### src/rtl/camera_readout_if.sv
// Signal bundle between the camera controller side, camera_readout and the
// downstream pixel consumer.
interface camera_readout_if #(
    parameter int DATA_W = 8
);
    logic              erase;
    logic              expose;
    logic              nre1;
    logic              nre2;
    logic              adc;
    logic [DATA_W-1:0] adc_data;
    logic [DATA_W-1:0] pix_data;
    logic              pix_valid;
    logic              pix_ready;
    logic              pix_last;
    logic              frame_done;
    logic              overrun;
    logic              proto_err;

    // Master drives the sensor strobes and consumes the pixel stream.
    modport master (
        output erase, expose, nre1, nre2, adc, adc_data, pix_ready,
        input  pix_data, pix_valid, pix_last, frame_done, overrun, proto_err
    );

    modport slave (
        input  erase, expose, nre1, nre2, adc, adc_data, pix_ready,
        output pix_data, pix_valid, pix_last, frame_done, overrun, proto_err
    );
endinterface

### src/rtl/camera_readout.sv
// Captures a 2 x SIZE frame from the camera_control strobes and streams it out.
// Optional BLACK_CLAMP_EN: subtract BLACK_LVL (saturating) at capture time.
module camera_readout #(
    parameter int SIZE   = 2,
    parameter int DATA_W = 8
`ifdef BLACK_CLAMP_EN
    ,
    parameter logic [DATA_W-1:0] BLACK_LVL = 8'd16
`endif
) (
    input logic       clk,
    input logic       reset,
    camera_readout_if.slave bus
);

    localparam int COL_W = (SIZE > 1) ? $clog2(SIZE) : 1;
    localparam logic [COL_W-1:0] COL_LAST = COL_W'(SIZE - 1);

    localparam logic [2:0] S_IDLE   = 3'd0;
    localparam logic [2:0] S_ERASED = 3'd1;
    localparam logic [2:0] S_EXPOSE = 3'd2;
    localparam logic [2:0] S_READ   = 3'd3;
    localparam logic [2:0] S_DRAIN  = 3'd4;

    logic [2:0]        r_state;
    logic              r_adc_q;
    logic              r_adc_rise;
    logic              r_nre1_q;
    logic              r_nre2_q;
    logic [DATA_W-1:0] r_adc_data_q;
    logic [DATA_W-1:0] r_buf [2][SIZE];
    logic [COL_W-1:0]  r_col;
    logic              r_row;
    logic [COL_W-1:0]  r_rd_col;
    logic              r_rd_row;
    logic              r_pix_valid;
    logic              r_frame_done;
    logic              r_overrun;
    logic              r_proto_err;
    logic              r_erase_pend;

    logic [DATA_W-1:0] w_sample;
    logic              w_row_ok;
    logic              w_row_sel;
    logic              w_capture;
    logic              w_xfer;
    logic              w_rd_last;

    // Exactly one of the two row enables must be low for a sample to count.
    assign w_row_ok  = r_nre1_q ^ r_nre2_q;
    assign w_row_sel = r_nre1_q;
    assign w_capture = (r_state == S_READ) && r_adc_rise && w_row_ok && !bus.erase;
    assign w_xfer    = r_pix_valid && bus.pix_ready;
    assign w_rd_last = r_rd_row && (r_rd_col == COL_LAST);

`ifdef BLACK_CLAMP_EN
    assign w_sample = (r_adc_data_q > BLACK_LVL) ? (r_adc_data_q - BLACK_LVL) : '0;
`else
    assign w_sample = r_adc_data_q;
`endif

    // Input stage: adc edge detect plus the row enables and data that go with it.
    // NOTE: sequential state uses non-blocking assignments so every flop sees
    // the pre-edge value of every other flop, independent of block ordering.
    always_ff @(posedge clk or negedge reset) begin
        if (!reset) begin
            r_adc_q      <= 1'b0;
            r_adc_rise   <= 1'b0;
            r_nre1_q     <= 1'b1;
            r_nre2_q     <= 1'b1;
            r_adc_data_q <= '0;
        end else begin
            r_adc_q      <= bus.adc;
            r_adc_rise   <= bus.adc & ~r_adc_q;
            r_nre1_q     <= bus.nre1;
            r_nre2_q     <= bus.nre2;
            r_adc_data_q <= bus.adc_data;
        end
    end

    // NOTE: the frame buffer is only 2*SIZE words, so it is reset along with
    // everything else; a large RAM would be left unreset instead.
    always_ff @(posedge clk or negedge reset) begin
        if (!reset) begin
            for (int r = 0; r < 2; r++) begin
                for (int c = 0; c < SIZE; c++) begin
                    r_buf[r][c] <= '0;
                end
            end
        end else if (w_capture) begin
            r_buf[w_row_sel][r_col] <= w_sample;
        end
    end

    always_ff @(posedge clk or negedge reset) begin
        if (!reset) begin
            r_state      <= S_IDLE;
            r_col        <= '0;
            r_row        <= 1'b0;
            r_rd_col     <= '0;
            r_rd_row     <= 1'b0;
            r_pix_valid  <= 1'b0;
            r_frame_done <= 1'b0;
            r_overrun    <= 1'b0;
            r_proto_err  <= 1'b0;
            r_erase_pend <= 1'b0;
        end else begin
            r_frame_done <= 1'b0;
            case (r_state)
                S_IDLE: begin
                    if (bus.erase) r_state <= S_ERASED;
                end
                S_ERASED: begin
                    if (bus.expose) r_state <= S_EXPOSE;
                end
                S_EXPOSE: begin
                    if (bus.erase) begin
                        r_state <= S_ERASED;
                    end else if (!bus.expose) begin
                        r_state <= S_READ;
                        r_col   <= '0;
                        r_row   <= 1'b0;
                    end
                end
                S_READ: begin
                    if (bus.erase) begin
                        r_state <= S_ERASED;
                        r_col   <= '0;
                        r_row   <= 1'b0;
                    end else if (r_adc_rise && !w_row_ok) begin
                        r_proto_err <= 1'b1;
                    end else if (w_capture) begin
                        if (r_col == COL_LAST) begin
                            r_col <= '0;
                            if (r_row) begin
                                // Last sample lands this edge; drain starts with it.
                                r_row        <= 1'b0;
                                r_frame_done <= 1'b1;
                                r_state      <= S_DRAIN;
                                r_rd_col     <= '0;
                                r_rd_row     <= 1'b0;
                                r_pix_valid  <= 1'b1;
                                r_erase_pend <= 1'b0;
                            end else begin
                                r_row <= 1'b1;
                            end
                        end else begin
                            r_col <= r_col + 1'b1;
                        end
                    end
                end
                S_DRAIN: begin
                    if (bus.erase) begin
                        r_overrun    <= 1'b1;
                        r_erase_pend <= 1'b1;
                    end
                    if (w_xfer) begin
                        if (w_rd_last) begin
                            r_pix_valid <= 1'b0;
                            r_state     <= (r_erase_pend || bus.erase) ? S_ERASED : S_IDLE;
                        end else if (r_rd_col == COL_LAST) begin
                            r_rd_col <= '0;
                            r_rd_row <= 1'b1;
                        end else begin
                            r_rd_col <= r_rd_col + 1'b1;
                        end
                    end
                end
                default: r_state <= S_IDLE;
            endcase
        end
    end

    // NOTE: every always_comb output gets a default first so no path can
    // leave it unassigned and infer a latch.
    always_comb begin
        bus.pix_data = '0;
        if (r_pix_valid) bus.pix_data = r_buf[r_rd_row][r_rd_col];
    end

    assign bus.pix_valid  = r_pix_valid;
    assign bus.pix_last   = r_pix_valid && w_rd_last;
    assign bus.frame_done = r_frame_done;
    assign bus.overrun    = r_overrun;
    assign bus.proto_err  = r_proto_err;

endmodule
### src/flat_wrapper.sv
// flat-port wrapper written by rule: the top's interface ports become plain ports
module camera_readout_flat 
#(
    parameter int SIZE   = 2,
    parameter int DATA_W = 8

)
  (clk, reset, bus_erase, bus_expose, bus_nre1, bus_nre2, bus_adc, bus_adc_data, bus_pix_ready, bus_pix_data, bus_pix_valid, bus_pix_last, bus_frame_done, bus_overrun, bus_proto_err);
  camera_readout_if #(.DATA_W(DATA_W)) bus_i ();
  input logic clk;
  input logic reset;
  input wire logic [$bits(bus_i.erase)-1:0] bus_erase;
  input wire logic [$bits(bus_i.expose)-1:0] bus_expose;
  input wire logic [$bits(bus_i.nre1)-1:0] bus_nre1;
  input wire logic [$bits(bus_i.nre2)-1:0] bus_nre2;
  input wire logic [$bits(bus_i.adc)-1:0] bus_adc;
  input wire logic [$bits(bus_i.adc_data)-1:0] bus_adc_data;
  input wire logic [$bits(bus_i.pix_ready)-1:0] bus_pix_ready;
  output wire logic [$bits(bus_i.pix_data)-1:0] bus_pix_data;
  output wire logic [$bits(bus_i.pix_valid)-1:0] bus_pix_valid;
  output wire logic [$bits(bus_i.pix_last)-1:0] bus_pix_last;
  output wire logic [$bits(bus_i.frame_done)-1:0] bus_frame_done;
  output wire logic [$bits(bus_i.overrun)-1:0] bus_overrun;
  output wire logic [$bits(bus_i.proto_err)-1:0] bus_proto_err;
  assign bus_i.erase = bus_erase;
  assign bus_i.expose = bus_expose;
  assign bus_i.nre1 = bus_nre1;
  assign bus_i.nre2 = bus_nre2;
  assign bus_i.adc = bus_adc;
  assign bus_i.adc_data = bus_adc_data;
  assign bus_i.pix_ready = bus_pix_ready;
  assign bus_pix_data = bus_i.pix_data;
  assign bus_pix_valid = bus_i.pix_valid;
  assign bus_pix_last = bus_i.pix_last;
  assign bus_frame_done = bus_i.frame_done;
  assign bus_overrun = bus_i.overrun;
  assign bus_proto_err = bus_i.proto_err;
  camera_readout #(.SIZE(SIZE), .DATA_W(DATA_W)) u_core (.clk(clk), .reset(reset), .bus(bus_i));
endmodule
### config.mk
export PLATFORM = sky130hd
export DESIGN_NAME = camera_readout_flat
export DESIGN_NICKNAME = d
export VERILOG_FILES = /design/src/rtl/camera_readout_if.sv /design/src/rtl/camera_readout.sv /design/src/flat_wrapper.sv
export SDC_FILE = /design/constraint.sdc
export NUM_CORES = 1
export LEC_CHECK = 0
export ABC_AREA = 1
export CORE_MARGIN = 3
export CORE_UTILIZATION = 45
export CTS_CLUSTER_DIAMETER = 200
export DETAILED_ROUTE_END_ITERATION = 10
export GPL_ROUTABILITY_DRIVEN = 0
export PLACE_DENSITY = 0.73
export SYNTH_ARGS = -nofsm -noshare
export SYNTH_HDL_FRONTEND = slang
export SYNTH_SLANG_ARGS = --single-unit
### constraint.sdc
create_clock -name clk -period 1.46 [get_ports clk]
set_input_delay 0.292 -clock clk [delete_from_list [all_inputs] [get_ports clk]]
set_output_delay 0.292 -clock clk [all_outputs]
set_load 0.01 [all_outputs]
==> out/metrics.yaml, run 1 <==
run_status:
  status: "complete, but fails checks"
  violations: "negative setup slack"
clocking:
  cts_tree: "yes"
  cts.path.max_buffers: 2
  clock_sinks: 56
  cts_max_level: 2
  cts_buffers: 5
  clock_latency_ns: 0.32
  clkTransAtPathRegs_ns: 0.11
  clock-root-buffer: "clkbuf_8"
die:
  start_util_pct: 47.9
  core.rowCount: 26
  fp.dieW_um: 80.9
  design.core.area_um2: 5270
  ioPinCount: 29
  die-height_um: 80.9
  dieArea_um2: 6540
hold_path:
  min_path_type: "in2reg"
  hold_depth: 1
layout:
  num-fill-cells: 412
  largest_reg_flops: 32
  drive_gt1_share_pct: 37.1
  ff_latch_area_um2: 1410
  regMostFlops: "u_core.r_buf"
  fin_area_um2: 3610
  top_regs: "u_core.r_buf: 32 flops, u_core.r_adc_data_q: 8 flops, u_core.r_state: 3 flops"
  multi_input_area_um2: 1250
  diodes: 0
  syn_to_final_growth_pct: 42.9
  layout.nets: 379
logic_synthesis:
  syn_inst: 300
  synth_nets: 316
  ys.warnings.count: 0
  yosysTopAreaCell: "dfrtp_1"
  ys_seq_area_share_pct: 55.6
  synth-seq-cells: 56
  synth_top_cell_area_share_pct: 53.5
  synth_cell_types: 22
  syn_avg_cell_area_um2: 8.41
  synth_area_leaders: "dfrtp_1 54%, nand2_1 11%, o21ai_0 7.7%"
  netlist_area_um2: 2520
worst_setup_path:
  worstPathCellList: "buf_6 -> nor2_4 -> nor2_2 -> o21ai_1 -> a21oi_1 -> buf_2"
  crit_end: "bus_pix_data[0]"
  critPathRequiredTime_ns: 1.17
  timing.rr.start: "u_core.r_state[1]"
  cp-start-kind: "flop"
  slowest_delay_ns: 0.48
  slowest_stage: "dfrtp_2"
  rrSetupSlack_ns: -0.06
  crit_type: "reg2out"
  end_kind: "primary output"
  rr_endpoint: "u_core.r_buf[8]"
  rr_worst_depth: 8
  startpoint: "u_core.r_rd_row"
  critPathTopFamily: "flip-flops"
  cp.depth: 6
  worst-path-buf-inv: 2
  path_max_fanout: 6
  worst-endpoint-arrival_ns: 1.54
sta:
  drv_slew: 0
  setup_violations: 36
  tns_ns: -3.22
  fin_crit_sh_pct: 125
  worstMarginPinSlew_ns: 0.389
  setup_slack_ns: -0.370
  period_needed_ns: 1.83
  rsz0062_at_grt: "yes"
  finalHoldViolCount: 0
  slew_headroom_pct: 73.8
  clock.fmax_ghz: 0.547
  fin_skew_ns: 0.00959
placement:
  place_hpwl_um: 3870
  placed_area_um2: 3040
  port_buffers: 28
  dp_slack_ns: -0.481
power_and_ir_drop:
  max-vdd-ir-drop_mv: 0.610
  clockPowerShare_pct: 23.0
  leakagePower_nw: 1.68
  power.total_w: 0.00407
  netSwitchingPower_w: 0.00142
  p_seq_share_pct: 51.0
  intPower_w: 0.00265
  cellPowerDensity_nw_per_um2: 1130
  combPwrFrac_pct: 26.1
  switching_share_pct: 34.9
global_routing:
  gr-total-overflow: 0
  grt_use_total_pct: 18.8
  antenna_found_initial: 0
  grt_pass1_wl_um: 9470
  first_global_vias: 2078
  grt_max_degree: 34
drt:
  firstDrtPassIters: 4
  drc: 0
  drtIter0Drc: 161
  ant_nets: 0
  wl_per_cell_um: 15.0
  via_per_inst: 5.16
  wirelength_um: 6490
  vias: 2241
run:
  drv_cap: 0
==> synth_stat cells <==
library cell / instances
clkinv_1: 2
nand3b_1: 1
a21oi_1: 9
dfstp_2: 2
nand3_1: 15
inv_2: 1
nand2_1: 75
nor2_1: 44
nand3_2: 2
buf_1: 1
o21ai_2: 8
o21ai_0: 39
buf_2: 2
nand4_1: 3
o21ai_1: 8
clkbuf_1: 2
o21bai_1: 1
dfrtp_1: 54
inv_1: 25
nand2_2: 1
nor3_4: 1
buf_6: 4
==> what timing repair did <==
action                                  CTS  global route
hold endpoints to repair                 54             0
resized for setup                        59           123
endpoints found under the setup margin   14            47
pin swaps                                 7            12
setup buffers                             3             5
cloned                                    2             3
hold buffers                              1             0
==> cell type report <==
class                           instances  area share [%]
Tap cell                               70            2.43
Clock inverter                          3           0.798
Multi-Input combinational cell        207            34.7
Clock buffer                            5            1.91
Inverter                               28            2.95
Timing Repair Buffer                   65            18.2
Sequential cell                        56            39.0
==> worst min-delay path by stage <==
stage,from,endpoint,slack [ns]
final,bus_nre1,u_core.r_nre1_q,0.37
after detailed placement,reset,u_core.r_adc_data_q[6],0.29
after CTS,bus_nre1,u_core.r_nre1_q,0.35
after global placement,reset,u_core.r_adc_data_q[6],0.28
after floorplan,reset,u_core.bus.frame_done,-0.004
after global routing,bus_nre1,u_core.r_nre1_q,0.35
==> logic make-up (layout without fill, tap and decap cells) <==
kind of cell / Yosys count / after routing / synth area share, %
buffers and inverters: 37 / 101 / 6.79
and+or+nand+nor: 142 / 142 / 23.4
AOI/OAI and AO/OA: 65 / 65 / 14.2
DFF: 56 / 56 / 55.6
==> power by group through the flow <==
stage                     sequential [W]  combinational, W  clock (W)
after floorplan                  0.00195          0.000547          0
after global placement           0.00200          0.000767          0
after detailed placement         0.00200          0.000792          0
after CTS                        0.00196          0.000820   0.000951
after global routing             0.00211           0.00120    0.00103
final                            0.00207           0.00106   0.000935
==> cell usage in the layout, fill, tap and decap left out <==
master and instances:
a21oi_1 7, a21oi_2 2, buf_12 4, buf_2 11
buf_4 14, buf_6 12, buf_8 3, clkbuf_16 2
clkbuf_8 5, clkdlybuf4s50_1 14, clkinv_1 1, clkinv_2 1
dfrtp_1 51, dfrtp_2 3, dfstp_2 2, dlygate4sd2_1 4
dlygate4sd3_1 1, inv_1 23, inv_2 3, inv_6 2
inv_8 1, nand2_1 39, nand2_2 19, nand2_4 18
nand3_1 11, nand3_2 2, nand3_4 4, nand3b_1 1
nand4_1 3, nor2_1 35, nor2_2 7, nor2_4 2
nor3_4 1, o21ai_0 8, o21ai_1 30, o21ai_2 17
o21bai_1 1
==> per-stage QoR <==
step	hold slack, ns	std cells	utilization (%)
2_1_floorplan	-0.00359	300	-
3_3_place_gp	0.284	412	57.7
3_5_place_dp	0.291	412	57.7
4_1_cts	0.355	426	60.1
5_1_grt	0.348	434	68.4
6_report	0.368	434	68.4
==> per-layer routing <==
metal  global-route usage [%]  part of all wire (%)  up-vias
met5                        0                     0        -
met4                     10.5                   3.2        0
met3                     2.77                   4.7       19
met2                     29.1                    48       58
met1                     25.5                    45     1073
li1                         -                     -     1091
Note: power is estimated with default switching activity, not from simulation.
==> inputs of run 2 (changes only) <==
Settings changed: HOLD_SLACK_MARGIN from default to 0.06.
==> results of run 2 <==
No change in the layout: final DEF, timing and power equal those of run 1.
==> RTL change, RTL diff (config.mk and constraints of run 1) <==
The option `BLACK_CLAMP_EN` is turned on by a define.
--- a/src/rtl/camera_readout.sv
+++ b/src/rtl/camera_readout.sv
@@ -1,4 +1,6 @@
 // Captures a 2 x SIZE frame from the camera_control strobes and streams it out.
 // Optional BLACK_CLAMP_EN: subtract BLACK_LVL (saturating) at capture time.
+`define BLACK_CLAMP_EN
+
 module camera_readout #(
     parameter int SIZE   = 2,
Check against the original RTL: no difference found for any inputs over 10 cycles, from zero or initial values and one cycle with reset low; that may be too few to reach the edited logic, so the function may still have changed.
==> RTL change against run 1 <==
  * The flow still finishes with violations (negative setup slack)
  * Wire length grew 6.1%
  * Total power grew 0.51%
  * Sequential cell count is the same
  * Synthesized area grew 8.5%
  * Worst hold slack gained 0.015 ns
  * Die area grew 7.8%
  * Sequential power shrank 2%
  * Maximum frequency shrank 0.24%
  * Register-to-register slack lost 0.04 ns
  * Final area grew 7.8%
  * Worst setup slack lost 0.0044 ns
  * Utilization shrank 0.33 points
  * Largest cell class is now multi-input combinational cells
==> RTL change: results <==
export IMPL_pre_cts_ws_ns=-0.324
export IMPL_met3_length_um=404
export IMPL_setup_slack_ns=-0.374
export IMPL_fillers=429
export IMPL_dr_first_iter_drc_count=234
export IMPL_clock_skew_final_ns=0.0128
export IMPL_cts_made_buffers=5
export IMPL_pg_comb_uw=1220
export IMPL_peakVddDrop_v=0.000573
export IMPL_post_cts_buffers=4
export IMPL_wl_met1_mm=3.02
export IMPL_p_leak_uw=0.00186
export IMPL_synthDistinctLibCells=27
export IMPL_synth_warnings=0
export IMPL_slowest_delay_ns=0.44
export IMPL_insertion_delay_ns=0.31
export IMPL_violations="negative setup slack"
export IMPL_hpwl_mm=4.07
export IMPL_grt_pass1_vias=2356
export IMPL_dr_pass1_iters=6
export IMPL_cp_top_family="flip-flops"
export IMPL_antennaDiodeCount=0
export IMPL_netSwitchingFraction_pct=34.7
export IMPL_routed_top_layer="met4"
export IMPL_tightestPinTransition_ns=0.336
export IMPL_synthArstFlopShare_pct=100
export IMPL_synthTopCellsByArea="dfrtp_1, nand2_1, nor2_1"
export IMPL_crit_arrival_ns=1.54
export IMPL_clk_path_buf_depth=2
export IMPL_critPathKind="flip-flop to output pin"
export IMPL_cts_resized=69
export IMPL_setup_viol=21
export IMPL_clk_pin_slew_ns=0.11
export IMPL_internal_power_uw=2670
export IMPL_grt_max_degree=57
export IMPL_met2WireLength_mm=3.31
export IMPL_grtUsageMet2_pct=28.6
export IMPL_grt_use_total_pct=18.1
export IMPL_gr_usage_met1_pct=24.9
export IMPL_grt_pass1_wl_mm=10.4
export IMPL_vias=2536
export IMPL_grt_antenna_before_repair=0
export IMPL_pwr_share_seq_pct=49.3
export IMPL_largest_registers="u_core.r_buf x32, u_core.r_adc_data_q x8, u_core.r_state x3"
export IMPL_seq_area_frac_synth_pct=51.3
export IMPL_layout_nets=424
export IMPL_drive_gt1_share_pct=40.5
export IMPL_crit_path_max_fanout=7
export IMPL_syn_nets=349
export IMPL_outcome="finished, violations left"
export IMPL_hold_buffers=1
export IMPL_place_area_um2=3390
export IMPL_wl_mm=6.89
export IMPL_grt_use_met3_pct=3.55
export IMPL_synth_common_cells="nand2_1, dfrtp_1, nor2_1, o21ai_0, inv_1"
[RTL change: final timing paths]
path | to | slack (ns) | cells past startpoint | startpoint
worst max-delay path | bus_pix_data[6] | -0.37 | 7 | u_core.r_rd_row$_DFFE_PN0P_
worst min-delay path | u_core.r_nre2_q$_DFF_PN1_ | 0.38 | 1 | bus_nre2
worst max register to register | u_core.r_state[1]$_DFFE_PN0P_ | -0.10 | 12 | u_core.r_rd_row$_DFFE_PN0P_
worst min register to register | u_core.r_adc_rise$_DFF_PN0_ | 0.40 | 1 | u_core.r_adc_q$_DFF_PN0_
max in group asynchronous | u_core.r_nre1_q$_DFF_PN1_ | 0.67 | 3 | reset
min in group asynchronous | u_core.bus.proto_err$_DFFE_PN0P_ | 0.50 | 3 | reset
[RTL change: cell families (layout without fill, tap and decap cells)]
family,after synthesis,count (layout),share of synthesized area [%]
AO/OA/AOI/OAI,69,69,14.9
XOR/XNOR,2,2,0.640
adder cells (fa/ha/maj),2,2,0.914
buffers and inverters,41,117,7.13
flip-flops,56,56,51.3
AND/OR/NAND/NOR,161,161,25.1
[RTL change: cell type report]
type	instances	area, um2	area share, %
Inverter	31	125	3.22
Clock buffer	6	72.6	1.87
Multi-Input combinational cell	234	1420	36.5
Clock inverter	2	16.3	0.418
Sequential cell	56	1410	36.2
Timing Repair Buffer	78	758	19.5
Tap cell	72	90.1	2.32
[RTL change: stage by stage]
| step | utilization [%] | cells | TNS, ns |
|---|---|---|---|
| final | 68.1 | 479 | -2.98 |
| after CTS | 62.1 | 475 | -2.45 |
| after global placement | 59.5 | 462 | -7.88 |
| after detailed placement | 59.5 | 462 | -8.67 |
| after global routing | 68.1 | 479 | -6.50 |
| after floorplan | - | 331 | 0 |
